## src/rtl/pipeline_hazard_ctrl_if.sv

```systemverilog
`default_nettype none
// ============================================================================
//  Module      : pipeline_hazard_ctrl_if
//  Description : Bundle of hazard-detection inputs and pipeline-control
//                outputs exchanged between the five-stage pipeline datapath
//                and the hazard controller.
//  Revision    : 1.0  initial release
// ----------------------------------------------------------------------------
//  Signals (direction seen from the controller, i.e. the slave modport)
//    ihit, dhit                 in   fetch / data access complete this cycle
//    dmem_req_EX_MEM            in   EX/MEM instruction issues a load or store
//    load_ID_EX                 in   ID/EX instruction is a load
//    Rt_ID_EX, Rs_IF_ID,
//    Rt_IF_ID                   in   5-bit register indices for load-use check
//    branch_taken_EX_MEM        in   control transfer resolved taken
//    halt                       in   halt flag of the MEM/WB register
//    pc_en                      out  PC update enable
//    enable_*                   out  pipeline register enables
//    flush_*                    out  pipeline register bubble insert
//    halted                     out  controller sits in its terminal state
//  Modports
//    master : datapath side (drives hazard inputs, receives controls)
//    slave  : controller side
// ============================================================================
interface pipeline_hazard_ctrl_if;
  logic       ihit;
  logic       dhit;
  logic       dmem_req_EX_MEM;
  logic       load_ID_EX;
  logic [4:0] Rt_ID_EX;
  logic [4:0] Rs_IF_ID;
  logic [4:0] Rt_IF_ID;
  logic       branch_taken_EX_MEM;
  logic       halt;

  logic       pc_en;
  logic       enable_IF_ID;
  logic       enable_ID_EX;
  logic       enable_EX_MEM;
  logic       enable_MEM_WB;
  logic       flush_IF_ID;
  logic       flush_ID_EX;
  logic       flush_EX_MEM;
  logic       flush_MEM_WB;
  logic       halted;

  modport master (
    output ihit, dhit, dmem_req_EX_MEM, load_ID_EX,
           Rt_ID_EX, Rs_IF_ID, Rt_IF_ID, branch_taken_EX_MEM, halt,
    input  pc_en, enable_IF_ID, enable_ID_EX, enable_EX_MEM, enable_MEM_WB,
           flush_IF_ID, flush_ID_EX, flush_EX_MEM, flush_MEM_WB, halted
  );

  modport slave (
    input  ihit, dhit, dmem_req_EX_MEM, load_ID_EX,
           Rt_ID_EX, Rs_IF_ID, Rt_IF_ID, branch_taken_EX_MEM, halt,
    output pc_en, enable_IF_ID, enable_ID_EX, enable_EX_MEM, enable_MEM_WB,
           flush_IF_ID, flush_ID_EX, flush_EX_MEM, flush_MEM_WB, halted
  );
endinterface
`default_nettype wire

```

## src/rtl/pipeline_hazard_ctrl.sv

```systemverilog
`default_nettype none
// ============================================================================
//  Module      : pipeline_hazard_ctrl
//  Description : Hazard controller for a five-stage pipeline. Stalls on data
//                cache misses (DWAIT state), load-use dependences and fetch
//                misses, squashes wrong-path work on a taken branch and parks
//                the pipeline in a terminal HALTED state.
//  Revision    : 1.0  initial release
// ----------------------------------------------------------------------------
//  Ports
//    CLK           in   rising-edge clock
//    nRST          in   synchronous active-low reset
//    hz            --   pipeline_hazard_ctrl_if.slave (hazard inputs,
//                       pc_en / enable_* / flush_* / halted outputs)
//    stall_cycles  out  32-bit saturating stall counter
//                       (present only when PIPE_STALL_COUNT_EN is defined)
//  Configuration macro
//    PIPE_STALL_COUNT_EN : adds the stall_cycles output and its counter.
//  Notes
//    Pipeline controls are combinational from state and inputs; only the
//    state, the halted flag and the optional counter are registered.
// ============================================================================
module pipeline_hazard_ctrl (
  input  wire logic               CLK,
  input  wire logic               nRST,
  pipeline_hazard_ctrl_if.slave   hz
`ifdef PIPE_STALL_COUNT_EN
  ,
  output logic [31:0]             stall_cycles
`endif
);

  typedef enum logic [1:0] {
    S_RUN    = 2'd0,
    S_DWAIT  = 2'd1,
    S_HALTED = 2'd2
  } state_t;

  state_t r_state;
  state_t w_next_state;
  logic   r_halted;

  // hazard detection
  logic w_dmiss;
  logic w_load_use;

  // control outputs
  logic w_pc_en;
  logic w_en_if_id;
  logic w_en_id_ex;
  logic w_en_ex_mem;
  logic w_en_mem_wb;
  logic w_fl_if_id;
  logic w_fl_id_ex;
  logic w_fl_ex_mem;
  logic w_fl_mem_wb;

  assign w_dmiss = hz.dmem_req_EX_MEM & ~hz.dhit;

  // Index 0 is the hard-wired zero register, so a load targeting it never
  // produces a value anybody depends on.
  assign w_load_use = hz.load_ID_EX
                    & (hz.Rt_ID_EX != 5'd0)
                    & ((hz.Rt_ID_EX == hz.Rs_IF_ID) | (hz.Rt_ID_EX == hz.Rt_IF_ID));

  // --------------------------------------------------------------------------
  // Control outputs. The advance rules (branch > load-use > fetch miss >
  // normal) are shared between RUN and the completing cycle of DWAIT, so a
  // data miss costs no extra cycle once dhit arrives.
  // --------------------------------------------------------------------------
  always_comb begin
    w_pc_en     = 1'b0;
    w_en_if_id  = 1'b0;
    w_en_id_ex  = 1'b0;
    w_en_ex_mem = 1'b0;
    w_en_mem_wb = 1'b0;
    w_fl_if_id  = 1'b0;
    w_fl_id_ex  = 1'b0;
    w_fl_ex_mem = 1'b0;
    w_fl_mem_wb = 1'b0;

    if (!nRST) begin
      // Clock a bubble into every pipeline register while in reset.
      w_en_if_id  = 1'b1;
      w_en_id_ex  = 1'b1;
      w_en_ex_mem = 1'b1;
      w_en_mem_wb = 1'b1;
      w_fl_if_id  = 1'b1;
      w_fl_id_ex  = 1'b1;
      w_fl_ex_mem = 1'b1;
      w_fl_mem_wb = 1'b1;
    end else if (((r_state == S_RUN) && !hz.halt && !w_dmiss) ||
                 ((r_state == S_DWAIT) && hz.dhit)) begin
      if (hz.branch_taken_EX_MEM) begin
        // Redirect: the three younger stages hold wrong-path work.
        w_pc_en     = 1'b1;
        w_en_if_id  = 1'b1;
        w_en_id_ex  = 1'b1;
        w_en_ex_mem = 1'b1;
        w_en_mem_wb = 1'b1;
        w_fl_if_id  = 1'b1;
        w_fl_id_ex  = 1'b1;
        w_fl_ex_mem = 1'b1;
      end else if (w_load_use) begin
        // Hold PC and IF/ID, let the load move on and bubble behind it.
        // Next cycle the bubble sits in ID/EX, so the stall ends by itself.
        w_en_id_ex  = 1'b1;
        w_en_ex_mem = 1'b1;
        w_en_mem_wb = 1'b1;
        w_fl_id_ex  = 1'b1;
      end else if (!hz.ihit) begin
        // Fetch not back yet: keep the PC, feed a bubble into decode.
        w_en_if_id  = 1'b1;
        w_en_id_ex  = 1'b1;
        w_en_ex_mem = 1'b1;
        w_en_mem_wb = 1'b1;
        w_fl_if_id  = 1'b1;
      end else begin
        w_pc_en     = 1'b1;
        w_en_if_id  = 1'b1;
        w_en_id_ex  = 1'b1;
        w_en_ex_mem = 1'b1;
        w_en_mem_wb = 1'b1;
      end
    end
    // Remaining cases (halt, data miss, DWAIT without dhit, HALTED) freeze
    // the whole pipeline with the all-zero defaults.
  end

  // --------------------------------------------------------------------------
  // Next state. Halt outranks a simultaneous data miss.
  // --------------------------------------------------------------------------
  always_comb begin
    w_next_state = r_state;
    case (r_state)
      S_RUN: begin
        if (hz.halt)       w_next_state = S_HALTED;
        else if (w_dmiss)  w_next_state = S_DWAIT;
        else               w_next_state = S_RUN;
      end
      S_DWAIT: begin
        if (hz.dhit)       w_next_state = S_RUN;
        else               w_next_state = S_DWAIT;
      end
      S_HALTED:            w_next_state = S_HALTED;
      default:             w_next_state = S_RUN;
    endcase
  end

  always_ff @(posedge CLK) begin
    if (!nRST) begin
      r_state  <= S_RUN;
      r_halted <= 1'b0;
    end else begin
      r_state  <= w_next_state;
      r_halted <= (w_next_state == S_HALTED);
    end
  end

`ifdef PIPE_STALL_COUNT_EN
  logic [31:0] r_stall_cycles;

  // Counts every live cycle in which the PC is held; sticks at all-ones.
  always_ff @(posedge CLK) begin
    if (!nRST) begin
      r_stall_cycles <= 32'd0;
    end else if (!w_pc_en && (r_state != S_HALTED) &&
                 (r_stall_cycles != 32'hFFFF_FFFF)) begin
      r_stall_cycles <= r_stall_cycles + 32'd1;
    end
  end

  assign stall_cycles = r_stall_cycles;
`endif

  assign hz.pc_en         = w_pc_en;
  assign hz.enable_IF_ID  = w_en_if_id;
  assign hz.enable_ID_EX  = w_en_id_ex;
  assign hz.enable_EX_MEM = w_en_ex_mem;
  assign hz.enable_MEM_WB = w_en_mem_wb;
  assign hz.flush_IF_ID   = w_fl_if_id;
  assign hz.flush_ID_EX   = w_fl_id_ex;
  assign hz.flush_EX_MEM  = w_fl_ex_mem;
  assign hz.flush_MEM_WB  = w_fl_mem_wb;
  assign hz.halted        = r_halted;

endmodule
`default_nettype wire

```

## src/flat_wrapper.sv

```systemverilog
// flat-port wrapper written by rule: the top's interface ports become plain ports
module pipeline_hazard_ctrl_flat 
  (CLK, nRST, hz_ihit, hz_dhit, hz_dmem_req_EX_MEM, hz_load_ID_EX, hz_Rt_ID_EX, hz_Rs_IF_ID, hz_Rt_IF_ID, hz_branch_taken_EX_MEM, hz_halt, hz_pc_en, hz_enable_IF_ID, hz_enable_ID_EX, hz_enable_EX_MEM, hz_enable_MEM_WB, hz_flush_IF_ID, hz_flush_ID_EX, hz_flush_EX_MEM, hz_flush_MEM_WB, hz_halted);
  pipeline_hazard_ctrl_if hz_i ();
  input  wire logic CLK;
  input  wire logic nRST;
  input wire logic [$bits(hz_i.ihit)-1:0] hz_ihit;
  input wire logic [$bits(hz_i.dhit)-1:0] hz_dhit;
  input wire logic [$bits(hz_i.dmem_req_EX_MEM)-1:0] hz_dmem_req_EX_MEM;
  input wire logic [$bits(hz_i.load_ID_EX)-1:0] hz_load_ID_EX;
  input wire logic [$bits(hz_i.Rt_ID_EX)-1:0] hz_Rt_ID_EX;
  input wire logic [$bits(hz_i.Rs_IF_ID)-1:0] hz_Rs_IF_ID;
  input wire logic [$bits(hz_i.Rt_IF_ID)-1:0] hz_Rt_IF_ID;
  input wire logic [$bits(hz_i.branch_taken_EX_MEM)-1:0] hz_branch_taken_EX_MEM;
  input wire logic [$bits(hz_i.halt)-1:0] hz_halt;
  output wire logic [$bits(hz_i.pc_en)-1:0] hz_pc_en;
  output wire logic [$bits(hz_i.enable_IF_ID)-1:0] hz_enable_IF_ID;
  output wire logic [$bits(hz_i.enable_ID_EX)-1:0] hz_enable_ID_EX;
  output wire logic [$bits(hz_i.enable_EX_MEM)-1:0] hz_enable_EX_MEM;
  output wire logic [$bits(hz_i.enable_MEM_WB)-1:0] hz_enable_MEM_WB;
  output wire logic [$bits(hz_i.flush_IF_ID)-1:0] hz_flush_IF_ID;
  output wire logic [$bits(hz_i.flush_ID_EX)-1:0] hz_flush_ID_EX;
  output wire logic [$bits(hz_i.flush_EX_MEM)-1:0] hz_flush_EX_MEM;
  output wire logic [$bits(hz_i.flush_MEM_WB)-1:0] hz_flush_MEM_WB;
  output wire logic [$bits(hz_i.halted)-1:0] hz_halted;
  assign hz_i.ihit = hz_ihit;
  assign hz_i.dhit = hz_dhit;
  assign hz_i.dmem_req_EX_MEM = hz_dmem_req_EX_MEM;
  assign hz_i.load_ID_EX = hz_load_ID_EX;
  assign hz_i.Rt_ID_EX = hz_Rt_ID_EX;
  assign hz_i.Rs_IF_ID = hz_Rs_IF_ID;
  assign hz_i.Rt_IF_ID = hz_Rt_IF_ID;
  assign hz_i.branch_taken_EX_MEM = hz_branch_taken_EX_MEM;
  assign hz_i.halt = hz_halt;
  assign hz_pc_en = hz_i.pc_en;
  assign hz_enable_IF_ID = hz_i.enable_IF_ID;
  assign hz_enable_ID_EX = hz_i.enable_ID_EX;
  assign hz_enable_EX_MEM = hz_i.enable_EX_MEM;
  assign hz_enable_MEM_WB = hz_i.enable_MEM_WB;
  assign hz_flush_IF_ID = hz_i.flush_IF_ID;
  assign hz_flush_ID_EX = hz_i.flush_ID_EX;
  assign hz_flush_EX_MEM = hz_i.flush_EX_MEM;
  assign hz_flush_MEM_WB = hz_i.flush_MEM_WB;
  assign hz_halted = hz_i.halted;
  pipeline_hazard_ctrl u_core (.CLK(CLK), .nRST(nRST), .hz(hz_i));
endmodule
```

## config.mk

```make
export PLATFORM = sky130hd
export DESIGN_NAME = pipeline_hazard_ctrl_flat
export DESIGN_NICKNAME = d
export VERILOG_FILES = /design/src/rtl/pipeline_hazard_ctrl_if.sv /design/src/rtl/pipeline_hazard_ctrl.sv /design/src/flat_wrapper.sv
export SDC_FILE = /design/constraint.sdc
export NUM_CORES = 1
export LEC_CHECK = 0
export CAP_MARGIN = 5
export CORE_AREA = 2 2 39 41
export CTS_BUF_LIST = sky130_fd_sc_hd__clkbuf_2
export DETAILED_ROUTE_END_ITERATION = 7
export DIE_AREA = 0 0 41 43
export GPL_TIMING_DRIVEN = 0
export PLACE_DENSITY = 0.7
export SLEW_MARGIN = 20
export SYNTH_ARGS = -nofsm -noshare
export SYNTH_HDL_FRONTEND = slang
export SYNTH_SLANG_ARGS = --single-unit
```

## constraint.sdc

```tcl
create_clock -name CLK -period 1.75 [get_ports CLK]
set_input_delay 0.175 -clock CLK [delete_from_list [all_inputs] [get_ports CLK]]
set_output_delay 0.175 -clock CLK [all_outputs]
set_load 0.01 [all_outputs]
```

==> impl_results.md, run 1 <==
* CP Data Required Time at 1.57 ns
* Number of inserted filler cells in the final layout at ~150
* Core Rows at 14
* Xor/xnor share of the synthesized area at 0.260
* Area of all placed cells without fillers at roughly 740 µm²
* Total Routed Length at 1.11 mm
* VDD IR-drop max at 252 µV
* Clock Sinks at 3
* Flop-to-flop setup slack at about 0.95 ns
* Core ar. at ~1400 µm²
* Seq/Total Area, Yosys at 0.178
* Critical path launch point type: input port
* Compound-gate portion of the synthesized area at 0.216
* Status: finished clean
* Final hold violation count at 0
* Clock latency reported for the late side of the worst-skew pair at around 0.20 ns
* Setup violations, final at 0
* Post-Place Setup Slack at -0.702 ns
* Most frequent cells in the layout: clkdlybuf4s50_1, xnor2_1, buf_2
* Buffer levels on the longest clock path at 2
* Portion of the clock cycle consumed by the worst path in the final layout at 0.962
* Post-synthesis adder-cell area fraction at 0
* Global route overflow at 0
* Fin cells at 100
* Post-route minimum period at between 1.5 and 2 ns
* Post-Synthesis Cell Area at roughly 340 µm²
* Clock root buffer: clkbuf_2
* Clock slew at reported path FFs at 0.04 ns
* Utilization of the core after routing at 0.534
* Final-report max-slew violation count at 0
* Share of layout cells above drive strength 1 at 0.333
* Placed wire-length estimate after detailed placement at 835 µm
* Worst setup path class: input port to primary output
* Distinct cell type count of the synthesized netlist at 20
* Count of inserted antenna diode cells at 0
* Worst Hold Path EP: u_core.r_state[0]
* Length of the first detailed-routing pass in iterations at 1
* Most frequent standard cell in the layout excluding fill and tap cells: clkdlybuf4s50_1
* Worst min path class: input port to register
* Via count of the first global-routing pass at around 450
* Worst Setup Slack, final at roughly 0.066 ns
* Worst min-delay path startpoint: hz_dhit
* Simple-gate share of the synthesized area at 0.279
* Worst Hold Slack at 0.205 ns
* Global-route wire length before repair at around 1.7 mm
* Power, Total at between 300 and 400 µW
* Final TNS setup at 0 ns
* Critical path data arrival time at between 1.5 and 2 ns
* Pin count of the biggest net entering global routing at 7
* R2R Path Start: u_core.r_state[1]
* Area growth syn-to-layout at 120%
* Die Ht at between 40 and 50 µm
* Critical register-to-register path endpoint: u_core.r_state[1]
* Max-cap violation count at 0
* Average footprint of a synthesized cell at roughly 7.5 µm²
* Worst setup path startpoint: nRST
* Max Fanout on Critical Path at 6
* DRC violations left at 0
* Initial core utilization at 0.243
* Die Outline Area at ~1800 µm²
* Buffers added on ports at 32
* Slew HR at 0.803
* Inserted Clock Buffers at 3
* Measured slew at the worst slew-check pin at slightly below 0.3 ns
* H-tree levels at 1
* Die width at 41 µm
* DR WL/cell at 11.1 µm
* Overall via count from detail_route at around 470
* Cell depth of the worst flop-to-flop path at 2
* Placed instance area at 677 µm²
* Net count of the finished layout at about 110
* Placer congestion estimate at 0.696
* Leak pwr at 0.315 nW
* CTS tree: done
* Global Route Usage Sum at 0.140
* Worst setup EP type: primary output
* F_max at between 0.5 and 0.6 GHz
* Clock skew after layout at between 0.0015 and 0.002 ns
* Number of synthesized register bits at 3
* Power density of the placed cells at 469 nW/µm²
* Number of antenna-violating nets in the routed design at 0
* DRC violation total after the first TritonRoute iteration at 0
* Combinational family with the most area after synthesis: simple AND/OR/NAND/NOR gates
* Hold_buf cts at 0
* Count of warnings emitted by yosys at 0
* Via density at between 4 and 5
* Cell Count Post-Placement at 93
* Worst Hold Path Cells at 2
* Cell count after synthesis at 45
* Share of cell area taken by muxes after synthesis at 0
* Antenna violations before repair at 0
* Net count after synthesis at 68
* Boundary Pins at 33
worst max-delay path, cell delays in order:
cell and delay (ns):
clkdlybuf4s50_1 0.60, inv_1 0.16, nor3_1 0.32, a21boi_1 0.11
buf_2 0.14
worst max-delay path by stage:
stage                      endpoint  depth (start not counted)
floorplan            hz_flush_ID_EX                          4
global placement     hz_flush_ID_EX                          6
detailed placement   hz_flush_ID_EX                          6
CTS                  hz_flush_IF_ID                          8
global route        hz_enable_IF_ID                          5
finish              hz_enable_IF_ID                          5
flip-flops by register name, summed over array words and instances, names as in the netlist:
| name | cells |
|---|---|
| u_core.hz.halted | 1 |
| u_core.r_state | 2 |
cell families after synthesis:
group	count (synthesis)
DFF	3
xor gates and xnor gates	10
buffers and inverters	4
AOI/OAI and AO/OA	10
and+or+nand+nor	18
power breakdown:
part | total (mW) | internal, mW | switching (mW)
Combinational | 0.171 | 0.103 | 0.0679
Sequential | 0.0786 | 0.0731 | 0.00544
Clock | 0.0968 | 0.0603 | 0.0365
Total | 0.347 | 0.237 | 0.110
final cells by class:
type                    count  area, µm²  area share
clock buffers               4       20.0      0.0271
flip-flops and latches      3       61.3      0.0829
plain buffers               2       15.0      0.0203
inverters                   2       7.51      0.0102
repair buffers             35        305       0.413
well taps                  16       20.0      0.0271
multi-input cells          38        310       0.420
cells in the mapped netlist:
cell type,count,area (µm²)
nor3_1,4,20.0
inv_1,2,7.51
a21oi_1,3,15.0
nand2_1,5,18.8
nand3_1,2,10.0
nor2_1,2,7.51
xnor2_1,10,87.6
o21ba_2,1,10.0
nor4_1,1,6.26
a221o_1,1,10.0
buf_4,2,15.0
nand3b_1,1,7.51
a21boi_1,1,7.51
o211ai_1,1,7.51
o22ai_1,1,6.26
o31ai_1,1,7.51
nor2b_1,2,12.5
o21ai_2,1,8.76
dfxtp_1,3,60.1
or4_4,1,11.3
metal layers:
layer	wire length (µm)	track usage
met3	170	0.0733
met4	0	0.0400
met1	388	0.125
met2	551	0.253
met5	0	0
what timing repair did:
action | in CTS | in global routing
endpoints found under the setup margin | 8 | 6
endpoints found under the hold margin | 0 | 0
buffers inserted | 4 | 0
gates resized for setup | 46 | 8
pin swaps | 3 | 5
(Power assumes the default switching activity.)
==> inputs of run 2 (changes only) <==
CORE_AREA = 5 5 42 44   (was 2 2 39 41)
DIE_AREA = 0 0 47 49   (was 0 0 41 43)
PLACE_DENSITY = 0.69   (was 0.7)
==> run 2 against run 1 <==
Routed wire length increased by 12%. Count of clock-buffer cells in the layout unchanged. Clock skew about the same. First-iteration DRC count is 9 higher. Total power grew 2.2%. Maximum frequency barely moved. Largest power group unchanged. Critical path type unchanged.
==> impl_results.md, run 2 (same netlist as run 1, synthesis figures left out) <==
* Placed wire-length estimate after detailed placement at roughly 900 µm
* Area of all placed cells without fillers at between 700 and 800 µm²
* Cell Count Post-Placement at slightly above 90
* Part of the power in combinational logic at 0.497
* Worst setup EP type: primary output
* Final TNS setup at 0 ns
* Die Ht at around 49 µm
* Proportion of total power due to net switching at 0.330
* Measured slew at the worst slew-check pin at about 0.26 ns
* Worst min path class: input port to register
* Buffer levels on the longest clock path at 2
* Clock skew after layout at roughly 0.0012 ns
* Via count of the first global-routing pass at 470
* Power, Total at about 350 µW
* Placed instance area at ~680 µm²
* Clock latency reported for the late side of the worst-skew pair at between 0.2 and 0.25 ns
* Flip-flop count of the largest register, all copies and words added at 2
* Clock network power share at 0.285
* FF/Latch Area at approximately 64 µm²
* Global route overflow at 0
* Leak pwr at approximately 0.33 nW
* Power density of the placed cells at roughly 470 nW/µm²
* Number of antenna-violating nets in the routed design at 0
* Via density at 4.59
* Global-route wire length before repair at 1.81 mm
* Total Routed Length at approximately 1.2 mm
* Antenna violations before repair at 0
* VDD IR-drop max at around 370 µV
* Max-cap violation count at 0
* Clock root buffer: clkbuf_2
* Boundary Pins at 33
* Share of layout cells above drive strength 1 at 0.384
* Area growth syn-to-layout at 125%
* Length of the first detailed-routing pass in iterations at 2
* Int Pwr at 237 µW
* DRC violation total after the first TritonRoute iteration at 9
* Final-report max-slew violation count at 0
* Count of inserted antenna diode cells at 0
* DR WL/cell at 12.2 µm
* Fin cells at 102
* Biggest register: u_core.r_state
* Most frequent cells in the layout: clkdlybuf4s50_1, xnor2_1, buf_4, clkbuf_2, buf_2
* Most frequent standard cell in the layout excluding fill and tap cells: clkdlybuf4s50_1
* Clock Sinks at 3
* Clock slew at reported path FFs at ~0.050 ns
* CTS tree: done
* Overall via count from detail_route at roughly 470
* Post-route minimum period at between 1.5 and 2 ns
* Global Route Usage Sum at 0.110
* Die width at 47 µm
* Core Rows at 14
* DRC violations left at 0
* Net count of the finished layout at 110
* Proportion of power drawn by flip-flops and latches at 0.218
* Net load switching power at between 100 and 150 µW
* Core ar. at between 1000 and 1500 µm²
* Worst setup path class: input port to primary output
* Initial core utilization at 0.240
* H-tree levels at 1
* Slew HR at 0.825
* Number of inserted filler cells in the final layout at 150
* Inserted Clock Buffers at 3
* Buffers added on ports at 32
* Die Outline Area at between 2000 and 2500 µm²
* Area of the multi-input gates at around 320 µm²
* Placer congestion estimate at roughly 0.74
* F_max at about 0.6 GHz
* Hold_buf cts at 0
* Portion of the clock cycle consumed by the worst path in the final layout at 0.962
* Status: finished clean
* Final hold violation count at 0
* Pin count of the biggest net entering global routing at 7
* Critical path data arrival time at approximately 1.5 ns
* Max Fanout on Critical Path at 3
* Critical path launch point type: input port
* Utilization of the core after routing at 0.541
* CP Data Required Time at around 1.6 ns
* Setup violations, final at 0
run 2: what timing repair did:
item | in CTS | in global routing
setup endpoints to repair | 8 | 6
setup buffers | 4 | 2
gates resized for setup | 46 | 14
pin swaps | 2 | 5
run 2: routing by layer:
layer / track usage / up-vias / wire [µm]
met2: 0.192 / 27 / 647
met5: 0 / - / 0
met1: 0.101 / 201 / 421
met4: 0.0415 / 0 / 0
met3: 0.0590 / 0 / 176
li1: - / 240 / -
run 2: worst paths after layout:
kind	start	endpoint	slack [ns]	cells past startpoint
max	hz_Rt_ID_EX[4]	hz_flush_ID_EX	0.07	6
min	hz_dhit	u_core.r_state[0]	0.27	2
max reg2reg	u_core.r_state[1]	u_core.hz.halted	0.97	2
min reg2reg	u_core.r_state[0]	u_core.r_state[1]	0.58	2
run 2: area by class of cell:
class	count	share of cell area
repair buffers	37	0.409
clock buffers	4	0.0264
plain buffers	2	0.0198
flip-flops and latches	3	0.0842
inverters	2	0.00990
multi-input cells	38	0.424
well taps	16	0.0264
run 2: power by group through the flow:
stage	sequential [mW]	clock, mW	combinational [mW]
2_1_floorplan	0.0775	0	0.0663
3_3_place_gp	0.0769	0	0.166
3_5_place_dp	0.0769	0	0.168
4_1_cts	0.0766	0.108	0.178
5_1_grt	0.0775	0.113	0.191
6_report	0.0773	0.101	0.176
run 2: through the flow:
stage / hold WS (ns) / setup slack [ns]
6_report: 0.269 / 0.0667
5_1_grt: 0.255 / -0.00777
3_5_place_dp: 0.474 / -0.710
3_3_place_gp: 0.476 / -0.674
2_1_floorplan: 0.254 / 0.100
4_1_cts: 0.253 / -0.173
run 2: worst max-delay path, stage by stage:
cell and delay (ns):
buf_4 0.13, or4_4 0.55, o21ai_4 0.18, nor2b_1 0.06, a221o_1 0.28, buf_2 0.14
==> inputs of run 3 (changes only) <==
CORE_AREA = 2 2 39 41   (was 5 5 42 44)
DIE_AREA = 0 0 41 43   (was 0 0 47 49)
PLACE_DENSITY = not set   (was 0.69)
PLACE_DENSITY_LB_ADDON = 0.05   (was not set)
==> run 3 against run 2 <==
Sequential share of layout area decreased by 0.21 points. Maximum frequency up 0.50%. Via count down 2.1%. Critical endpoint unchanged. Largest power group unchanged.
==> impl_results.md, run 3 (same netlist as run 1, synthesis figures left out) <==
* Biggest register: u_core.r_state
* Inserted Clock Buffers at 3
* Worst setup path startpoint: u_core.r_state[0]
* VDD IR-drop max at 235 µV
* Clock latency reported for the late side of the worst-skew pair at 0.21 ns
* Fin cells at 100
* DR WL/cell at between 10 and 15 µm
* Worst min path class: input port to register
* Status: finished clean
* Worst setup path class: register to primary output
* Placer congestion estimate at 0.712
* Leak pwr at 0.323 nW
* Via density at ~4.6
* Max-cap violation count at 0
* Net count of the finished layout at about 110
* Utilization of the core after routing at 0.540
* Critical path data arrival time at around 1.5 ns
* Clock root buffer: clkbuf_2
* Area growth syn-to-layout at 122%
* Buffers added on ports at 32
* Pin count of the biggest net entering global routing at 7
* Global Route Usage Sum at 0.123
* Die Ht at around 43 µm
* Measured slew at the worst slew-check pin at 0.296 ns
* DRC violation total after the first TritonRoute iteration at 4
* Clock Sinks at 3
* Overall via count from detail_route at ~460
* Post-route minimum period at about 1.7 ns
* Global route overflow at 0
* Core Rows at 14
* Critical register-to-register path endpoint: u_core.hz.halted
* Clock skew after layout at around 0.0030 ns
* Core ar. at about 1400 µm²
* Setup violations, final at 0
* F_max at around 0.60 GHz
* Placed wire-length estimate after detailed placement at between 800 and 900 µm
* Clock slew at reported path FFs at approximately 0.050 ns
* Most frequent standard cell in the layout excluding fill and tap cells: clkdlybuf4s50_1
* Worst setup path endpoint: hz_flush_ID_EX
* Total Routed Length at around 1.1 mm
* Boundary Pins at 33
* Worst setup EP type: primary output
* Slew HR at 0.803
* Power density of the placed cells at around 470 nW/µm²
* Number of antenna-violating nets in the routed design at 0
* Length of the first detailed-routing pass in iterations at 2
* Die width at roughly 41 µm
* DRC violations left at 0
* Flip-flop count of the largest register, all copies and words added at 2
* Cell Count Post-Placement at between 90 and 100
* Max Fanout on Critical Path at 6
* Initial core utilization at 0.243
* Via count of the first global-routing pass at just over 400
* Final hold violation count at 0
* Global-route wire length before repair at roughly 1.5 mm
* Unrepaired setup endpoints after global routing: true
* R2R Path Start: u_core.r_state[1]
* Worst Setup Slack, final at approximately 0.075 ns
* Cell depth of the worst flop-to-flop path at 2
* Post-Place Setup Slack at -0.692 ns
* Buffer levels on the longest clock path at 2
* Antenna violations before repair at 0
* CP Data Required Time at around 1.6 ns
* CTS tree: done
* Hold_buf cts at 0
* Count of inserted antenna diode cells at 0
* Flop-to-flop setup slack at approximately 1.0 ns
* Share of layout cells above drive strength 1 at 0.286
* Die Outline Area at approximately 1800 µm²
* Critical path launch point type: register
* Most frequent cells in the layout: clkdlybuf4s50_1, xnor2_1, buf_2, nand2_1, clkbuf_2
* H-tree levels at 1
* Final-report max-slew violation count at 0
* Portion of the clock cycle consumed by the worst path in the final layout at 0.957
run 3: changes by cell type in the layout (fill, tap and decap cells not counted), sizes merged:
cell,before,now
dlymetal6s2s,2,3
buf,14,11
clkbuf,7,5
clkdlybuf4s15,0,3
clkdlybuf4s50,16,17
dlygate4sd2,4,2
run 3: timing repair:
item                                    4_1_cts  5_1_grt
endpoints found under the setup margin        8        6
gates resized for setup                      40        9
pin swaps                                     6        6
buffers inserted                              1        2
run 3: stage by stage:
step                cell area [µm²]  setup TNS, ns  power (mW)  hold slack, ns
CTS                             721        -0.0853       0.352           0.529
global placement                677          -4.34       0.245           0.489
global route                    747        -0.0282       0.376           0.163
finish                          747              0       0.348           0.173
floorplan                       337              0       0.144           0.254
detailed placement              677          -4.26       0.245           0.488
run 3: worst min-delay path by stage:
stage,from,to,slack [ns],depth (start not counted)
floorplan,hz_dhit,u_core.r_state[0],0.25,1
global placement,u_core.r_state[1],u_core.r_state[0],0.49,1
detailed placement,u_core.r_state[1],u_core.r_state[0],0.49,1
CTS,hz_dhit,u_core.r_state[0],0.53,2
global route,hz_dhit,u_core.r_state[0],0.16,2
finish,hz_dhit,u_core.r_state[0],0.17,2
run 3: metal layers:
layer  global-route usage  up-vias  share of wire
li1                     -      236              -
met1                0.124      201           0.37
met2                0.234       21           0.55
met3               0.0314        0          0.076
met4               0.0200        0              0
met5                    0        -              0
run 3: critical path, stage by stage, from the launching register on:
cell and delay (ns):
dfxtp_2 0.35, o21ba_4 0.24, o31ai_4 0.27, nor2b_1 0.17
a221o_1 0.14, buf_2 0.12
run 3: final cells by class:
type                    count  area [µm²]
plain buffers               2        15.0
clock buffers               4        20.0
fillers                   134         637
inverters                   2        7.51
multi-input cells          38         307
flip-flops and latches      3        61.3
well taps                  16        20.0
repair buffers             35         317
run 3: power breakdown:
group          total, mW  leakage, nW  switching, mW  internal (mW)
registers         0.0784       0.0253        0.00531         0.0731
clock network     0.0999       0.0166         0.0396         0.0603
logic              0.170        0.281         0.0665          0.104
